## config.mk

```make
export PLATFORM = sky130hd
export DESIGN_NAME = clint_bus_arbiter
export DESIGN_NICKNAME = d
export VERILOG_FILES = /design/src/rtl/clint_bus_arbiter.sv
export SDC_FILE = /design/constraint.sdc
export NUM_CORES = 1
export LEC_CHECK = 0
export CORE_AREA = 2 2 118 120
export DETAILED_ROUTE_END_ITERATION = 10
export DIE_AREA = 0 0 120 122
export GPL_ROUTABILITY_DRIVEN = 1
export GPL_TIMING_DRIVEN = 1
export PLACE_DENSITY = 0.77
export REMOVE_ABC_BUFFERS = 1
export SKIP_CTS_REPAIR_TIMING = 1
export SLEW_MARGIN = 20
export SYNTH_ARGS = -nofsm -noshare
export SYNTH_HDL_FRONTEND = slang
export SYNTH_SLANG_ARGS = --single-unit
```

## constraint.sdc

```tcl
create_clock -name clk -period 2.1 [get_ports clk]
set_input_delay 0.21 -clock clk [delete_from_list [all_inputs] [get_ports clk]]
set_output_delay 0.21 -clock clk [all_outputs]
set_load 0.1 [all_outputs]
```

## src/rtl/clint_bus_arbiter.sv

```systemverilog
// clint_bus_arbiter
//
// Arbitrates two requesters onto the single CLINT register port.
// Requester 0 is the core LSU and requester 1 is the debug module.
// Every access follows a fixed IDLE -> ISSUE -> RESP sequence, which matches the
// CLINT's registered read path. Round-robin decides between the two when both are valid.
//
// Optional feature: define CLINT_ARB_LOCK_EN to enable the LOCKED state.
// In that state the owner can issue back-to-back accesses, e.g. a 64-bit mtimecmp update.
//
// Ports:
//   clk, reset                    clock, synchronous active-high reset
//   mN_req_valid / mN_req_ready   request handshake (N = 0, 1)
//   mN_addr, mN_wdata, mN_we      request payload
//   mN_lock                       keep ownership after this access (lock build only)
//   mN_rsp_valid, mN_rdata        one-cycle response; rdata is 0 when not valid
//   clint_addr, clint_wdata       CLINT address / write data (held outside ISSUE)
//   clint_we                      CLINT write strobe, only during ISSUE
//   clint_rdata                   CLINT registered read data
module clint_bus_arbiter #(
    parameter int unsigned LOCK_TIMEOUT = 16
) (
    input  logic        clk,
    input  logic        reset,
    input  logic        m0_req_valid,
    output logic        m0_req_ready,
    input  logic [31:0] m0_addr,
    input  logic [31:0] m0_wdata,
    input  logic        m0_we,
    input  logic        m0_lock,
    output logic        m0_rsp_valid,
    output logic [31:0] m0_rdata,
    input  logic        m1_req_valid,
    output logic        m1_req_ready,
    input  logic [31:0] m1_addr,
    input  logic [31:0] m1_wdata,
    input  logic        m1_we,
    input  logic        m1_lock,
    output logic        m1_rsp_valid,
    output logic [31:0] m1_rdata,
    output logic [31:0] clint_addr,
    output logic [31:0] clint_wdata,
    output logic        clint_we,
    input  logic [31:0] clint_rdata
);

`ifdef CLINT_ARB_LOCK_EN
    typedef enum logic [1:0] {
        StIdle   = 2'd0,
        StIssue  = 2'd1,
        StResp   = 2'd2,
        StLocked = 2'd3
    } state_e;
`else
    typedef enum logic [1:0] {
        StIdle  = 2'd0,
        StIssue = 2'd1,
        StResp  = 2'd2
    } state_e;
`endif

    state_e      state_q, state_d;
    logic        rr_ptr_q, rr_ptr_d;
    logic        owner_q, owner_d;
    logic [31:0] addr_q, addr_d;
    logic [31:0] wdata_q, wdata_d;
    logic        we_q, we_d;

    logic        grant_vld;
    logic        grant_id;

`ifdef CLINT_ARB_LOCK_EN
    logic        lock_q, lock_d;
    logic [7:0]  lock_cnt_q, lock_cnt_d;
`else
    logic        unused_lock_cfg;
    assign unused_lock_cfg = m0_lock ^ m1_lock ^ (LOCK_TIMEOUT != 0);
`endif

    // Grant selection. A grant always implies that the granted requester is valid,
    // so grant_vld doubles as the handshake strobe.
    always_comb begin
        grant_vld = 1'b0;
        grant_id  = 1'b0;
        unique case (state_q)
            StIdle: begin
                grant_vld = m0_req_valid | m1_req_valid;
                grant_id  = (m0_req_valid & m1_req_valid) ? rr_ptr_q : m1_req_valid;
            end
`ifdef CLINT_ARB_LOCK_EN
            StLocked: begin
                grant_vld = owner_q ? m1_req_valid : m0_req_valid;
                grant_id  = owner_q;
            end
`endif
            default: ;
        endcase
        // Nothing is accepted while reset is asserted.
        if (reset) begin
            grant_vld = 1'b0;
        end
    end

    assign m0_req_ready = grant_vld & ~grant_id;
    assign m1_req_ready = grant_vld & grant_id;

    // Next-state and capture logic.
    always_comb begin
        state_d  = state_q;
        rr_ptr_d = rr_ptr_q;
        owner_d  = owner_q;
        addr_d   = addr_q;
        wdata_d  = wdata_q;
        we_d     = we_q;
`ifdef CLINT_ARB_LOCK_EN
        lock_d     = lock_q;
        lock_cnt_d = lock_cnt_q;
`endif
        if (grant_vld) begin
            owner_d = grant_id;
            addr_d  = grant_id ? m1_addr  : m0_addr;
            wdata_d = grant_id ? m1_wdata : m0_wdata;
            we_d    = grant_id ? m1_we    : m0_we;
`ifdef CLINT_ARB_LOCK_EN
            lock_d  = grant_id ? m1_lock  : m0_lock;
`endif
        end

        unique case (state_q)
            StIdle: begin
                if (grant_vld) begin
                    rr_ptr_d = ~grant_id;
                    state_d  = StIssue;
                end
            end
            StIssue: state_d = StResp;
            StResp: begin
`ifdef CLINT_ARB_LOCK_EN
                if (lock_q) begin
                    // The timeout is measured from the RESP cycle, so RESP counts as 1.
                    state_d    = StLocked;
                    lock_cnt_d = 8'd1;
                end else begin
                    state_d = StIdle;
                end
`else
                state_d = StIdle;
`endif
            end
`ifdef CLINT_ARB_LOCK_EN
            StLocked: begin
                if (grant_vld) begin
                    // Re-grants made under the lock leave rr_ptr unchanged.
                    state_d    = StIssue;
                    lock_cnt_d = 8'd0;
                end else if ({24'd0, lock_cnt_q} + 32'd1 >= LOCK_TIMEOUT) begin
                    state_d    = StIdle;
                    lock_d     = 1'b0;
                    lock_cnt_d = 8'd0;
                end else begin
                    lock_cnt_d = lock_cnt_q + 8'd1;
                end
            end
`endif
            default: state_d = StIdle;
        endcase
    end

    always_ff @(posedge clk) begin
        if (reset) begin
            state_q  <= StIdle;
            rr_ptr_q <= 1'b0;
            owner_q  <= 1'b0;
            addr_q   <= 32'd0;
            wdata_q  <= 32'd0;
            we_q     <= 1'b0;
`ifdef CLINT_ARB_LOCK_EN
            lock_q     <= 1'b0;
            lock_cnt_q <= 8'd0;
`endif
        end else begin
            state_q  <= state_d;
            rr_ptr_q <= rr_ptr_d;
            owner_q  <= owner_d;
            addr_q   <= addr_d;
            wdata_q  <= wdata_d;
            we_q     <= we_d;
`ifdef CLINT_ARB_LOCK_EN
            lock_q     <= lock_d;
            lock_cnt_q <= lock_cnt_d;
`endif
        end
    end

    assign clint_addr  = addr_q;
    assign clint_wdata = wdata_q;

    // The outputs are gated by reset. This suppresses a write, or a response, that
    // coincides with reset.
    always_comb begin
        clint_we     = 1'b0;
        m0_rsp_valid = 1'b0;
        m1_rsp_valid = 1'b0;
        m0_rdata     = 32'd0;
        m1_rdata     = 32'd0;
        if (!reset) begin
            if (state_q == StIssue) begin
                clint_we = we_q;
            end
            if (state_q == StResp) begin
                if (owner_q) begin
                    m1_rsp_valid = 1'b1;
                    m1_rdata     = clint_rdata;
                end else begin
                    m0_rsp_valid = 1'b1;
                    m0_rdata     = clint_rdata;
                end
            end
        end
    end

endmodule

```

==> reports/results.ini <==
[cts]
numCtsBuffers=9
cts.sinks=69
cts_tree=built
clk-insertion-delay-late_ns=0.34
cts_buffer_depth=2
clkSlewWorstSetupHoldPaths_ns=0.06
ctsHtreeMaxLevel=3
cts-root-buf=clkbuf_16

[drt]
wl_per_cell_um=18.33
ant_nets=0
drc=0
routed_via_density=4.966
wirelength_um=15160
drtPass1Iterations=5
num_vias=4107
drt-initial-drc-count=270

[timing]
slew-limit-headroom_pct=54.93
final.setup.tns_ns=0
worst_slew_pin_slew_ns=0.6753
skew_ns=0.01211
period_minus_slack_ns=1.961
setup_viol=0
fin_ws_ns=0.1394
slew_viol_final=0
fmax_mhz=510.0
rsz0062_at_grt=false
worst_hold_slack_ns=0.4558
hold_viol_final=0
finalCritPeriodShare_pct=93.36

[worst_setup_path]
worstSetupStartpointType=input pin
criticalPathCategory=in2out
critPathMaxStageDelay_ns=0.54
crit_path_max_fanout=38
required_ns=1.89
crit_arrival_ns=1.75
path_cells=clkdlybuf4s50_1 -> nor3_4 -> buf_6 -> and2_1 -> buf_12
reg2regPathDepth=4
cp_slowest_cell=clkdlybuf4s50_1
crit_path_end_kind=primary output

[global_routing]
top_usage_layer=met2
grt_max_degree=50
grt_use_met3_pct=5.243
grt_util_met1_pct=20.33
track_usage_pct=19.60
overflow=0
use_met2_pct=37.00
antenna_found_initial=1
grt_pass1_vias=4164
grt_first_pass_wirelength_um=22450

[floorplan]
core_area_mm2=0.01350
fp.dieH_um=122
rows=43
die_area_mm2=0.01464
start_util_pct=24.35
die_w_um=120
io_pins=301

[finish]
area_delta_synth_final_pct=123.5
fin_nets=809
nFillCells=1132
final_cells=827
drive_above_1_share_pct=26.32

[placed_design]
post-place-ws_ns=0.04199
dp_hpwl_um=11870
gp_congestion=0.8586
io_buffers=298
placedCellCount=810

[yosys]
synth_fa_ha_area_share_pct=0
synth-seq-cells=69
netlist_instances=361
syn_area_mm2=0.003288
synth_top_family_by_area=simple AND/OR/NAND/NOR gates
synth_area_per_cell_um2=9.108
yosys.area_share.simple_pct=30.48
synth-compound-area-share_pct=21.16
ys_types=22
synthXorXnorAreaFrac_pct=0
seq_area_frac_synth_pct=42.01
synth-warning-count=0
synth_mux_area_share_pct=0

[run]
maxCapViolCount=0

[status]
status=finished clean

[pwr]
leakagePower_nw=3.090
p_per_area_mw_per_mm2=697.5
finalPower_w=0.005127
vdd_drop_max_v=0.0004636

[hold_path]
hold_path.class=in2reg
holdPathStages=3

metrics by stage:
stage | area [um2] | util, %
detailed placement | 7012 | 51.92
floorplan | 3079 | -
finish | 7350 | 54.42
global route | 7350 | 54.42
global placement | 7012 | 51.92
CTS | 7341 | 54.36
critical path: cells and delay by family:
kind	cells	cell delay (ns)
buffers and inverters	3	1.02
and+or+nand+nor	2	0.51
report_power, final:
group	internal [W]	total, W	leakage [nW]	switching, W
combinational	0.000634	0.00193	2.36	0.00130
clock	0.00106	0.00168	0.161	0.000625
sequential	0.00143	0.00151	0.568	0.0000809
total	0.00312	0.00513	3.09	0.00200
final cells by class:
type,instances,area (um2),area share (%)
well taps,180,225.2,3.064
multi-input cells,249,1739,23.66
flip-flops and latches,69,1381,18.79
diodes,1,2.502,0.03405
clock inverters,7,103.9,1.413
repair buffers,312,3672,49.97
clock buffers,9,225.2,3.064
worst paths after layout:
path	from	to	slack (ns)
worst min register to register	clint_addr[17]	clint_addr[17]	0.49
worst max-delay path	reset	m0_req_ready	0.14
worst max register to register	state_q[1]	clint_addr[25]	0.58
worst min-delay path	m0_addr[13]	clint_addr[13]	0.46
cells in the mapped netlist, drive strengths merged:
master,count,area share [%]
buf,19,3.6
nor4b,1,0.46
or2,2,0.38
a21boi,1,0.23
clkbuf,24,2.7
o21ai,18,2.7
nor3,4,0.76
nor3b,1,0.23
and4bb,1,0.38
and2,66,13
and3,48,9.1
a31oi,18,3.4
a21oi,3,0.46
dfxtp,69,42
nor2,2,0.23
a221o,47,14
nand2b,1,0.19
nand3,18,2.7
nand4,18,3.4
sequential cells by signal, summed over array words and instances, names as in the netlist:
register	flops
clint_wdata	32
owner_q	1
clint_addr	32
we_q	1
state_q	2
rr_ptr_q	1
routing by layer:
metal  vias up  share of wire, %
met4         0               2.4
met2       217                53
met3        27               7.7
met1      1933                37
li1       1930                 -
met5         -                 0
placed cells by master (no fill, tap or decap), drive strengths merged:
master / instances
clkdlybuf4s50: 165
buf: 147
dfxtp: 69
and2: 66
and3: 48
a221o: 47
nand3: 18
nand4: 18
o21ai: 18
a31oi: 18
clkbuf: 9
nor3: 4
inv: 3
a21oi: 3
or2: 2
clkinv: 2
bufinv: 2
nor2: 2
diode: 1
nor4b: 1
and4bb: 1
a21boi: 1
nor3b: 1
nand2b: 1
cell families (layout without fill, tap and decap cells):
group	Yosys count	count (layout)
compound gates	87	87
buf+inv	43	328
flops	69	69
other cells	0	1
simple gates	162	162
(Power assumes the default switching activity.)
==> variant (same flow settings) <==
`addr_q` no longer has a reset.
--- a/src/rtl/clint_bus_arbiter.sv
+++ b/src/rtl/clint_bus_arbiter.sv
@@ -171,7 +171,6 @@
             state_q  <= StIdle;
             rr_ptr_q <= 1'b0;
             owner_q  <= 1'b0;
-            addr_q   <= 32'd0;
             wdata_q  <= 32'd0;
             we_q     <= 1'b0;
 `ifdef CLINT_ARB_LOCK_EN
@@ -182,7 +181,6 @@
             state_q  <= state_d;
             rr_ptr_q <= rr_ptr_d;
             owner_q  <= owner_d;
-            addr_q   <= addr_d;
             wdata_q  <= wdata_d;
             we_q     <= we_d;
 `ifdef CLINT_ARB_LOCK_EN
@@ -190,6 +188,10 @@
             lock_cnt_q <= lock_cnt_d;
 `endif
         end
+    end
+
+    always_ff @(posedge clk) begin
+        addr_q <= addr_d;
     end
 
     assign clint_addr  = addr_q;
Function: differs if reset is asserted again (counterexample within 4 cycles, from zero or initial values and one cycle with reset high); with reset held inactive, the same outputs for 10 cycles.
==> variant against the unedited design <==
Design area up 5.7%. Area after synthesis increased by 15%. Total power rose by 1.4%. Die area did not move. Via count down 1.9%. Wire length is 2.7% lower. Worst hold slack got worse by 210 ps. Final cell count decreased by 0.36%. Worst setup slack better by 54 ps. Sequential cell count did not move. Critical endpoint is now m0_rdata[15]. Largest power group unchanged.
==> variant: results (changes against the unedited design) <==
Outcome
  – Status: finished, final reports clean

Setup path
  – Worst-path maximum fanout: 33 (-13%)
  – Slowest CP cell: dfxtp_1
  – CP max stage delay: 350 ps (-190 ps)
  – CP top delay family: buffers and inverters

Synthesis
  – Sequential-to-total area share from yosys stat: 0.4509 (+0.03084)
  – Synth top cells by count: and2_1 (65), dfxtp_1 (37), a21oi_1 (34), nand3_1 (34), o21ai_0 (33)
  – Post-synth EDFFs: 32 (+32)
  – Synth top area cells: edfxtp_1 (25%), dfxtp_1 (20%), a311oi_2 (12%)
  – Post-synth cell types: 27 (+23%)

Power
  – Seq group: 1.62 mW (+7%)
  – Psw: 2.034 mW (+1.6%)
  – Sw Ratio: 0.3911 (+0.0004318)
  – VDD IR max: 0.0004256 V (-8.2%)
  – Pleak: 2.931 nW (-5.2%)
  – Clock Power: 1.48 mW (-12%)

Timing
  – Final Skew: 6.958 ps (-5.148 ps)
  – Worst-Margin Slew: 535.7 ps (-139.6 ps)

GRT
  – Initial antenna violation count: 0 (-1)
  – Largest net degree at the start of global routing: 34 (-32%)
  – Total track usage: 0.1937 (-0.002303)
  – First-pass GRT wire length: 22.07 mm (-1.7%)

Finish
  – Layout cells sized above 1: 0.3571 (+0.09398)
  – Fillers: 1,124 (-0.71%)
  – Diode count: 0 (-1)

Placement
  – Placed Instance Area: 0.007478 sq mm (+6.7%)
  – Post-detail-place hpwl: 11.53 mm (-2.9%)
  – Gpl congestion: 0.7820 (-8.9%)
  – Cell total after placement: 809 (-0.12%)

Route
  – Drt first pass iters: 4 (-1)
  – Vias after detailed routing: 4,027 (-1.9%)
  – Routed vias/inst: 4.887 (-1.6%)

CTS
  – Latest clock arrival within the worst-skew pair: 330 ps
==> variant: cell count changes after synthesis, moves of 30 or more <==
| cell | delta |
|---|---|
| edfxtp_1 | +32 |
| and3_1 | -47 |
| a21oi_1 | +31 |
| a311oi_2 | +30 |
| a221o_1 | -47 |
| mux2_2 | +32 |
| dfxtp_1 | -32 |
==> variant: area by class of cell <==
cell class              count  area, sq um  share of cell area
clock buffers               9        225.2             0.02899
clock inverters             6        62.56            0.008052
inverters                   1        3.754           0.0004831
multi-input cells         248         1896              0.2440
flip-flops and latches     69         1702              0.2190
well taps                 180        225.2             0.02899
repair buffers            311         3656              0.4705
==> variant: layer usage <==
| metal | vias to the layer above | GRT usage | share of wire |
|---|---|---|---|
| met1 | 1906 | 0.2209 | 0.37 |
| met5 | - | 0 | 0 |
| li1 | 1888 | - | - |
| met4 | 0 | 0.05515 | 0.015 |
| met2 | 218 | 0.3533 | 0.53 |
| met3 | 15 | 0.05337 | 0.082 |
==> variant: cell families (layout without fill, tap and decap cells) <==
group	after synthesis	count (layout)	synth area share
DFF	69	69	0.4509
AOI/OAI and AO/OA	102	102	0.2198
muxes	32	32	0.09549
buffers and inverters	41	327	0.05471
and+or+nand+nor	114	114	0.1790
==> variant: final timing paths <==
kind | startpoint | endpoint | slack, ps | cells after the start
worst max-delay path | owner_q$_SDFFE_PP0P_ | m0_rdata[15] | 190 | 4
worst min-delay path | reset | state_q[0]$_SDFFE_PP0P_ | 240 | 2
worst max register to register | state_q[1]$_SDFFE_PP0P_ | clint_wdata[17]$_SDFFE_PP0P_ | 440 | 4
worst min register to register | clint_wdata[1]$_SDFFE_PP0P_ | clint_wdata[1]$_SDFFE_PP0P_ | 530 | 2
